<file path="config.mk">
export PLATFORM = sky130hd
export DESIGN_NAME = frame_painter
export DESIGN_NICKNAME = d
export VERILOG_FILES = /design/src/rtl/frame_painter.sv
export SDC_FILE = /design/constraint.sdc
export NUM_CORES = 1
export LEC_CHECK = 0
export CORE_ASPECT_RATIO = 1.25
export CORE_MARGIN = 10
export CORE_UTILIZATION = 55
export CTS_CLUSTER_DIAMETER = 60
export DETAILED_ROUTE_END_ITERATION = 8
export GPL_TIMING_DRIVEN = 1
export PLACE_DENSITY = 0.71
export SETUP_SLACK_MARGIN = 0.1
export SYNTH_ARGS = -nofsm -noshare
export SYNTH_HDL_FRONTEND = slang
export SYNTH_SLANG_ARGS = --single-unit
</file>
<file path="constraint.sdc">
create_clock -name clk_33m -period 9.06 [get_ports clk_33m]
set_input_delay 0.906 -clock clk_33m [delete_from_list [all_inputs] [get_ports clk_33m]]
set_output_delay 0.906 -clock clk_33m [all_outputs]
set_load 0.03 [all_outputs]
</file>
<file path="src/rtl/frame_painter.sv">
// frame_painter
//   Framebuffer writer for the VGA block's write port (clk_33m domain).
//   After each frame swap (falling edge of rst_screen_33m) it optionally
//   clears the new write half to BG_PALETTE, then rasterises a queue of
//   filled rectangles one pixel per cycle.
//
//   Optional feature macro: FRAME_PAINTER_CLEAR_EN
//     defined   : background clear pass runs after every swap
//     undefined : swap goes straight to command processing
//
//   Ports
//     clk_33m, rst          clock, synchronous active-high reset
//     rst_screen_33m        swap window; high = stall, falling edge = swap
//     cmd_valid/cmd_ready   rectangle command push (valid/ready)
//     cmd_x/y/w/h/palette   rectangle top-left, size, fill colour
//     write_x/y/palette     pixel write to VGA block (palette 0 = no write)
//     busy                  painter is in CLEAR, LOAD or DRAW
//     frame_done            one-cycle pulse when the queue drains
//     overrun_count         saturating count of frames aborted by a swap
//     state_dbg             current FSM state
//
//   Handshake: a command is accepted on any rising clk_33m edge where
//   cmd_valid && cmd_ready; cmd_ready depends only on FIFO fullness and
//   never on cmd_valid.
module frame_painter #(
   parameter int         COOR_WIDTH = 12,
   parameter int         FRAME_W    = 1280,
   parameter int         FRAME_H    = 300,
   parameter int         CMD_DEPTH  = 8,
   parameter logic [1:0] BG_PALETTE = 2'd1
) (
   input  logic                  clk_33m,
   input  logic                  rst,
   input  logic                  rst_screen_33m,
   input  logic                  cmd_valid,
   output logic                  cmd_ready,
   input  logic [COOR_WIDTH-1:0] cmd_x,
   input  logic [COOR_WIDTH-1:0] cmd_y,
   input  logic [COOR_WIDTH-1:0] cmd_w,
   input  logic [COOR_WIDTH-1:0] cmd_h,
   input  logic [1:0]            cmd_palette,
   output logic [COOR_WIDTH-1:0] write_x,
   output logic [COOR_WIDTH-1:0] write_y,
   output logic [1:0]            write_palette,
   output logic                  busy,
   output logic                  frame_done,
   output logic [7:0]            overrun_count,
   output logic [1:0]            state_dbg
);

   localparam int CW = COOR_WIDTH;
   localparam int AW = $clog2(CMD_DEPTH);
   localparam int EW = 4 * CW + 2;
   localparam logic [CW:0] FW = (CW+1)'(FRAME_W);
   localparam logic [CW:0] FH = (CW+1)'(FRAME_H);

   typedef enum logic [1:0] {S_WAIT, S_CLEAR, S_LOAD, S_DRAW} state_t;

   // ---------------- command FIFO ----------------
   logic [EW-1:0] mem [CMD_DEPTH];
   logic [AW:0]   wr_ptr, rd_ptr;
   logic          empty, full, push, pop;

   assign empty     = (wr_ptr == rd_ptr);
   assign full      = (wr_ptr[AW] != rd_ptr[AW]) && (wr_ptr[AW-1:0] == rd_ptr[AW-1:0]);
   assign cmd_ready = !full;
   assign push      = cmd_valid && !full;

   always_ff @(posedge clk_33m) begin
      if (push) mem[wr_ptr[AW-1:0]] <= {cmd_x, cmd_y, cmd_w, cmd_h, cmd_palette};
   end

   always_ff @(posedge clk_33m) begin
      if (rst) begin
         wr_ptr <= '0;
         rd_ptr <= '0;
      end else begin
         if (push) wr_ptr <= wr_ptr + 1'b1;
         if (pop)  rd_ptr <= rd_ptr + 1'b1;
      end
   end

   // Head-of-queue decode and clipping, one bit wider than coordinates so
   // x+w cannot wrap.
   logic [CW-1:0] h_x, h_y, h_w, h_h;
   logic [1:0]    h_pal;
   logic [CW:0]   x_sum, y_sum, x_lim, y_lim;
   logic          skip;

   assign {h_x, h_y, h_w, h_h, h_pal} = mem[rd_ptr[AW-1:0]];
   assign x_sum = {1'b0, h_x} + {1'b0, h_w};
   assign y_sum = {1'b0, h_y} + {1'b0, h_h};
   assign x_lim = (x_sum > FW) ? FW : x_sum;
   assign y_lim = (y_sum > FH) ? FH : y_sum;
   assign skip  = (h_w == '0) || (h_h == '0) || ({1'b0, h_x} >= FW) ||
                  ({1'b0, h_y} >= FH) || (h_pal == 2'd0);

   // ---------------- painter FSM ----------------
   state_t        state;
   logic          sw_d, sw_fall, stall, load_now;
   logic [CW-1:0] cx, cy, x_start;
   logic [CW:0]   x_end, y_end;
   logic [1:0]    pal_r;
   logic          last_col, last_row;

   assign stall    = rst_screen_33m;
   assign sw_fall  = sw_d && !rst_screen_33m;
   assign last_col = ({1'b0, cx} + 1'b1) == x_end;
   assign last_row = ({1'b0, cy} + 1'b1) == y_end;
   assign pop      = load_now && !empty;
   assign state_dbg = state;

`ifdef FRAME_PAINTER_CLEAR_EN
   localparam logic [CW-1:0] FW_M1 = CW'(FRAME_W - 1);
   localparam logic [CW-1:0] FH_M1 = CW'(FRAME_H - 1);
   logic [CW-1:0] clr_x, clr_y;
   // A swap emits pixel (0,0) on the very edge that sees it, so the clear
   // pass and its counters restart from the origin at that edge.
   assign clr_x    = sw_fall ? '0 : cx;
   assign clr_y    = sw_fall ? '0 : cy;
   assign load_now = !stall && !sw_fall && (state == S_LOAD);
`else
   // Without the clear pass a swap performs the first LOAD directly.
   assign load_now = !stall && (sw_fall || (state == S_LOAD));
`endif

   // Outputs are registered: each edge registers what the next cycle shows.
   always_ff @(posedge clk_33m) begin
      if (rst) begin
         state         <= S_WAIT;
         sw_d          <= 1'b0;
         cx            <= '0;
         cy            <= '0;
         x_start       <= '0;
         x_end         <= '0;
         y_end         <= '0;
         pal_r         <= 2'd0;
         write_x       <= '0;
         write_y       <= '0;
         write_palette <= 2'd0;
         busy          <= 1'b0;
         frame_done    <= 1'b0;
         overrun_count <= 8'd0;
      end else begin
         sw_d          <= rst_screen_33m;
         write_palette <= 2'd0;
         frame_done    <= 1'b0;
         if (sw_fall && (state != S_WAIT) && (overrun_count != 8'hFF))
            overrun_count <= overrun_count + 8'd1;

         if (!stall) begin
            if (load_now) begin
               if (empty) begin
                  frame_done <= 1'b1;
                  busy       <= 1'b0;
                  state      <= S_WAIT;
               end else if (skip) begin
                  busy  <= 1'b1;
                  state <= S_LOAD;
               end else begin
                  busy    <= 1'b1;
                  state   <= S_DRAW;
                  cx      <= h_x;
                  cy      <= h_y;
                  x_start <= h_x;
                  x_end   <= x_lim;
                  y_end   <= y_lim;
                  pal_r   <= h_pal;
               end
            end
`ifdef FRAME_PAINTER_CLEAR_EN
            else if (sw_fall || (state == S_CLEAR)) begin
               busy          <= 1'b1;
               write_x       <= clr_x;
               write_y       <= clr_y;
               write_palette <= BG_PALETTE;
               if (clr_x == FW_M1) begin
                  cx <= '0;
                  if (clr_y == FH_M1) begin
                     cy    <= '0;
                     state <= S_LOAD;
                  end else begin
                     cy    <= clr_y + 1'b1;
                     state <= S_CLEAR;
                  end
               end else begin
                  cx    <= clr_x + 1'b1;
                  cy    <= clr_y;
                  state <= S_CLEAR;
               end
            end
`endif
            else if (state == S_DRAW) begin
               write_x       <= cx;
               write_y       <= cy;
               write_palette <= pal_r;
               if (last_col) begin
                  cx <= x_start;
                  if (last_row) state <= S_LOAD;
                  else          cy    <= cy + 1'b1;
               end else begin
                  cx <= cx + 1'b1;
               end
            end
         end
      end
   end

endmodule

</file>
==> run summary <==
The max-slew violation count is 0. For this design the static power due to leakage is 8.14 nW. The TritonCTS buffer count came out at 49. The clock latency on the worst-skew pair came out at 0.57 ns. The height of the die came out at 246 microns. The total of endpoints with negative setup slack in the final report came out at 0. For this design, the slowest cell found on the critical path is sky130_fd_sc_hd__nor4_1. The number of design rule violations left after detail routing is 0.

For this run, the slowest stage of the critical path takes 0.84 ns. The headroom to the max-slew limit is 0.353. Entering global routing, the biggest net connects 67 pins. For this run, the detailed router's first-pass iteration total came to 8. The worst hold margin came out at 0.452 ns. The average instance area after synthesis came out at 14.7 sq um. The number of cells traversed by the worst hold path is 2. The overall fraction of global-route tracks in use is 0.198. The clock network fraction of design power is 0.391. The cell area that synthesis handed to floorplanning was 22400 sq um. For the worst flop-to-flop path, the logic depth is 11. The register-to-register path setup slack came out at 3.69 ns. The count of endpoints failing hold in the final timing report is 0. In the synthesized netlist the async set-or-reset flop fraction comes to 0. The tree is rooted in a sky130_fd_sc_hd__clkbuf_16. The clock-pin slew reported for the worst setup and hold paths after clock tree synthesis came out at 0.06 ns. The synthesis warning total is 0. The startpoint kind of the worst setup timing path is a register. The wire length reported by the detailed router came out at 49300 microns.

The layout-stage area growth over the synthesis result came out at 13.1%. The tightest min-delay check is of the reg2reg type. Static timing analysis puts the maximum clock frequency at 186 MHz. The share of total power dissipated in sequential elements is 0.521. In this run, post-CTS hold repair placed 0 buffers. Setup repair after global routing left no endpoint under its margin. The sum of net half-perimeters after detailed placement is 31000 microns. The fraction of the cycle the final worst path needs came out at 0.592.

The run finished with clean final reports. The sink count of the clock tree is 514. The path type of the worst setup path is reg2reg. Post-CTS repair changed the size of 0 cells. After routing, the total negative slack on setup checks comes to 0 ns.

Routability-driven placement finished with a final weighted congestion of 0.859. Fill cells in the final layout number 2966. The remaining antenna violation count is 0. The number of buffer and inverter instances along the worst setup path came out at 1.

The largest fanout on the critical path came out at 66. The region available for standard cell placement spans 40200 sq um. The required time at the endpoint of the critical path came out at 9.51 ns.

The biggest area consumer among synthesized cells is sky130_fd_sc_hd__edfxtp_1. In the synthesized netlist, the cells that appear most often are sky130_fd_sc_hd__edfxtp_1, sky130_fd_sc_hd__dfxtp_1, sky130_fd_sc_hd__nand2_1. The post-layout instance area is 25400 sq um. The final period demand of the worst path came out at 5.37 ns. After synthesis the netlist holds a flip-flop and latch count of 514. The combinational cell fraction of total power is 0.088. The most common cell in the synthesized netlist is sky130_fd_sc_hd__edfxtp_1. The number of antenna violations at the first check in global routing came out at 2. The detail-routed via count per cell came out at 6.04. The number of port buffers is 92. The family of cells with the greatest summed delay on the critical path is simple AND/OR/NAND/NOR gates. The switching power summed over all nets came out at 1.13 mW. The worst-case IR drop observed on VDD is 0.169 mV. STA classifies the critical path endpoint as a register. The startpoint of the tightest hold check path is write_x[3]$_SDFFE_PP0P_. The total grt overflow is 0.

The number of buffers between clock root and the deepest sink is 3. For this run, the leading register cell type out of synthesis is sky130_fd_sc_hd__edfxtp_1. The initial utilization of the core area, before any placement, comes to 0.557. The cell count after synthesis came out at 1523. The number of distinct library cell variants in the gate-level netlist after synthesis came out at 79. The internal power consumption came out at 3.88 mW. TritonCTS built the clock tree.

The detailed router finished its first iteration with 1103 violations. For this block, the via count after detailed routing is 13.2k. The sequential fraction of the synthesis area came out at 0.638. Once placement finished, the instance area stood at 23800 sq um.

Of the cells placed in the final design, the portion with a size suffix greater than 1 is 0.154. Traced cell by cell, the critical path runs through buf_4 > mux4_2 > mux2_2 > ha_1 > a21oi_1 > nor4b_1 > o221ai_1 > mux2i_1 > nor4_1 > nand3b_1 > o21a_1. The net count after synthesis is 1608. In the final routed layout, each cell accounts on average for 22.6 microns. The setup skew after layout is 0.0164 ns. The slew at the pin closest to its max-slew limit is 0.962 ns. The wire length of the first global-routing pass came out at 77000 microns. Of the post-synthesis cell area, the dominant cell type holds 0.536. For this run, the post-layout net count is 1683. The worst hold path terminates at write_x[3]$_SDFFE_PP0P_. In this run the post-CTS setup repair buffer count came out at 0.

The power density over cell area is 198 nW/um^2. The number of max-cap violations is 0. Ranked by total cell area, the synthesized netlist is headed by sky130_fd_sc_hd__edfxtp_1, sky130_fd_sc_hd__dfxtp_1, sky130_fd_sc_hd__mux4_2. The via count of the first global-routing pass is 13.3k. The width of the chip came out at 201 microns. The worst register-to-register path ends at y_end[3]$_SDFFE_PP0P_. The number of synthesized flops with an enable pin is 400. The top-level I/O count came out at 93. The die covers 49300 sq um. The switching part of the total came out at 0.225.

In this run the number of H-tree levels came out at 2. For the worst setup path, the data arrival time is 5.82 ns. After floorplanning, the core was divided into 82 placement rows.
==> kinds of logic after synthesis <==
logic type               share of synthesized area
AND/OR/NAND/NOR                             0.0890
AO/OA/AOI/OAI                               0.0649
flip-flops                                   0.638
buffers and inverters                       0.0223
XOR/XNOR                                    0.0264
adder cells (fa/ha/maj)                     0.0180
multiplexers                                 0.142
==> per-stage QoR <==
| step | util | std cells | power (mW) | setup WS [ns] |
|---|---|---|---|---|
| final | 0.631 | 2183 | 5.01 | 3.69 |
| after global routing | 0.631 | 2182 | 5.19 | 3.42 |
| after CTS | 0.631 | 2182 | 5.05 | 3.82 |
| after detailed placement | 0.592 | 2093 | 3.10 | 3.85 |
| after global placement | 0.592 | 2093 | 3.08 | 3.98 |
| after floorplan | - | 1523 | 2.94 | 3.57 |
==> layer usage <==
metal | global-route usage | up-vias | wire length [microns]
met5 | 0 | - | 0
met4 | 0.0598 | 0 | 1100
met3 | 0.0323 | 71 | 3050
met2 | 0.337 | 449 | 24800
met1 | 0.258 | 6604 | 20400
li1 | - | 6068 | -
==> registers in the layout, indices dropped and copies added (netlist names), named ones only <==
signal	flops
mem	400
y_end	13
write_x	12
rd_ptr	4
write_y	12
sw_d	1
x_end	13
busy	1
pal_r	2
cy	12
overrun_count	8
wr_ptr	4
write_palette	2
frame_done	1
cx	12
x_start	12
state_dbg	2
==> how the worst max path moves through the flow <==
stage                           startpoint                    end  slack [ns]  cells after the start
finish                            register  y_end[3]$_SDFFE_PP0P_        3.69                     11
global route                      register  y_end[4]$_SDFFE_PP0P_        3.42                     11
CTS                               register  y_end[3]$_SDFFE_PP0P_        3.82                     11
detailed placement                register  y_end[3]$_SDFFE_PP0P_        3.85                     11
global placement                  register  y_end[2]$_SDFFE_PP0P_        3.98                     11
floorplan           wr_ptr[0]$_SDFFE_PP0P_    mem[0][0]$_DFFE_PP_        3.57                      8
==> cells in the final DEF (no fill, tap or decap), drive strengths merged, types with 6 or more instances in the layout <==
| cell | n |
|---|---|
| nor3 | 27 |
| dfxtp | 114 |
| nand3b | 9 |
| nand2b | 28 |
| or3 | 8 |
| edfxtp | 400 |
| clkdlybuf4s50 | 91 |
| ha | 29 |
| buf | 18 |
| xnor2 | 37 |
| mux2i | 34 |
| and2 | 11 |
| xor2 | 28 |
| mux4 | 95 |
| a21o | 8 |
| nor2 | 97 |
| inv | 26 |
| nand4 | 13 |
| nand2 | 112 |
| or4 | 12 |
| a21oi | 76 |
| nor2b | 11 |
| a211oi | 12 |
| o21ai | 41 |
| clkinv | 21 |
| nor4 | 20 |
| o31ai | 13 |
| a221oi | 8 |
| clkbuf | 58 |
| nand3 | 17 |
| o21a | 8 |
| mux2 | 56 |
| o221ai | 10 |
| nor3b | 6 |
==> worst min-delay path, delay by kind of cell, from the launching register on <==
| kind | cells | cell delay, ns |
|---|---|---|
| AO/OA/AOI/OAI | 1 | 0.05 |
| flip-flops | 1 | 0.31 |
| AND/OR/NAND/NOR | 1 | 0.05 |
==> power groups by stage <==
| stage | clock [mW] | combinational, mW | sequential (mW) |
|---|---|---|---|
| 3_3_place_gp | 0 | 0.427 | 2.66 |
| 5_1_grt | 2.10 | 0.478 | 2.61 |
| 2_1_floorplan | 0 | 0.288 | 2.66 |
| 6_report | 1.96 | 0.440 | 2.61 |
| 3_5_place_dp | 0 | 0.437 | 2.66 |
| 4_1_cts | 2.00 | 0.440 | 2.61 |
==> area by class of cell <==
cell class | instances | area [sq um] | share of cell area
clock inverters | 31 | 251 | 0.00992
well taps | 546 | 683 | 0.0269
multi-input cells | 901 | 7690 | 0.303
diodes | 1 | 2.50 | 0.0000987
repair buffers | 109 | 1050 | 0.0412
inverters | 23 | 86.3 | 0.00340
flip-flops and latches | 514 | 14300 | 0.564
clock buffers | 58 | 1300 | 0.0513
No activity file was read; power rests on OpenSTA's default activity.
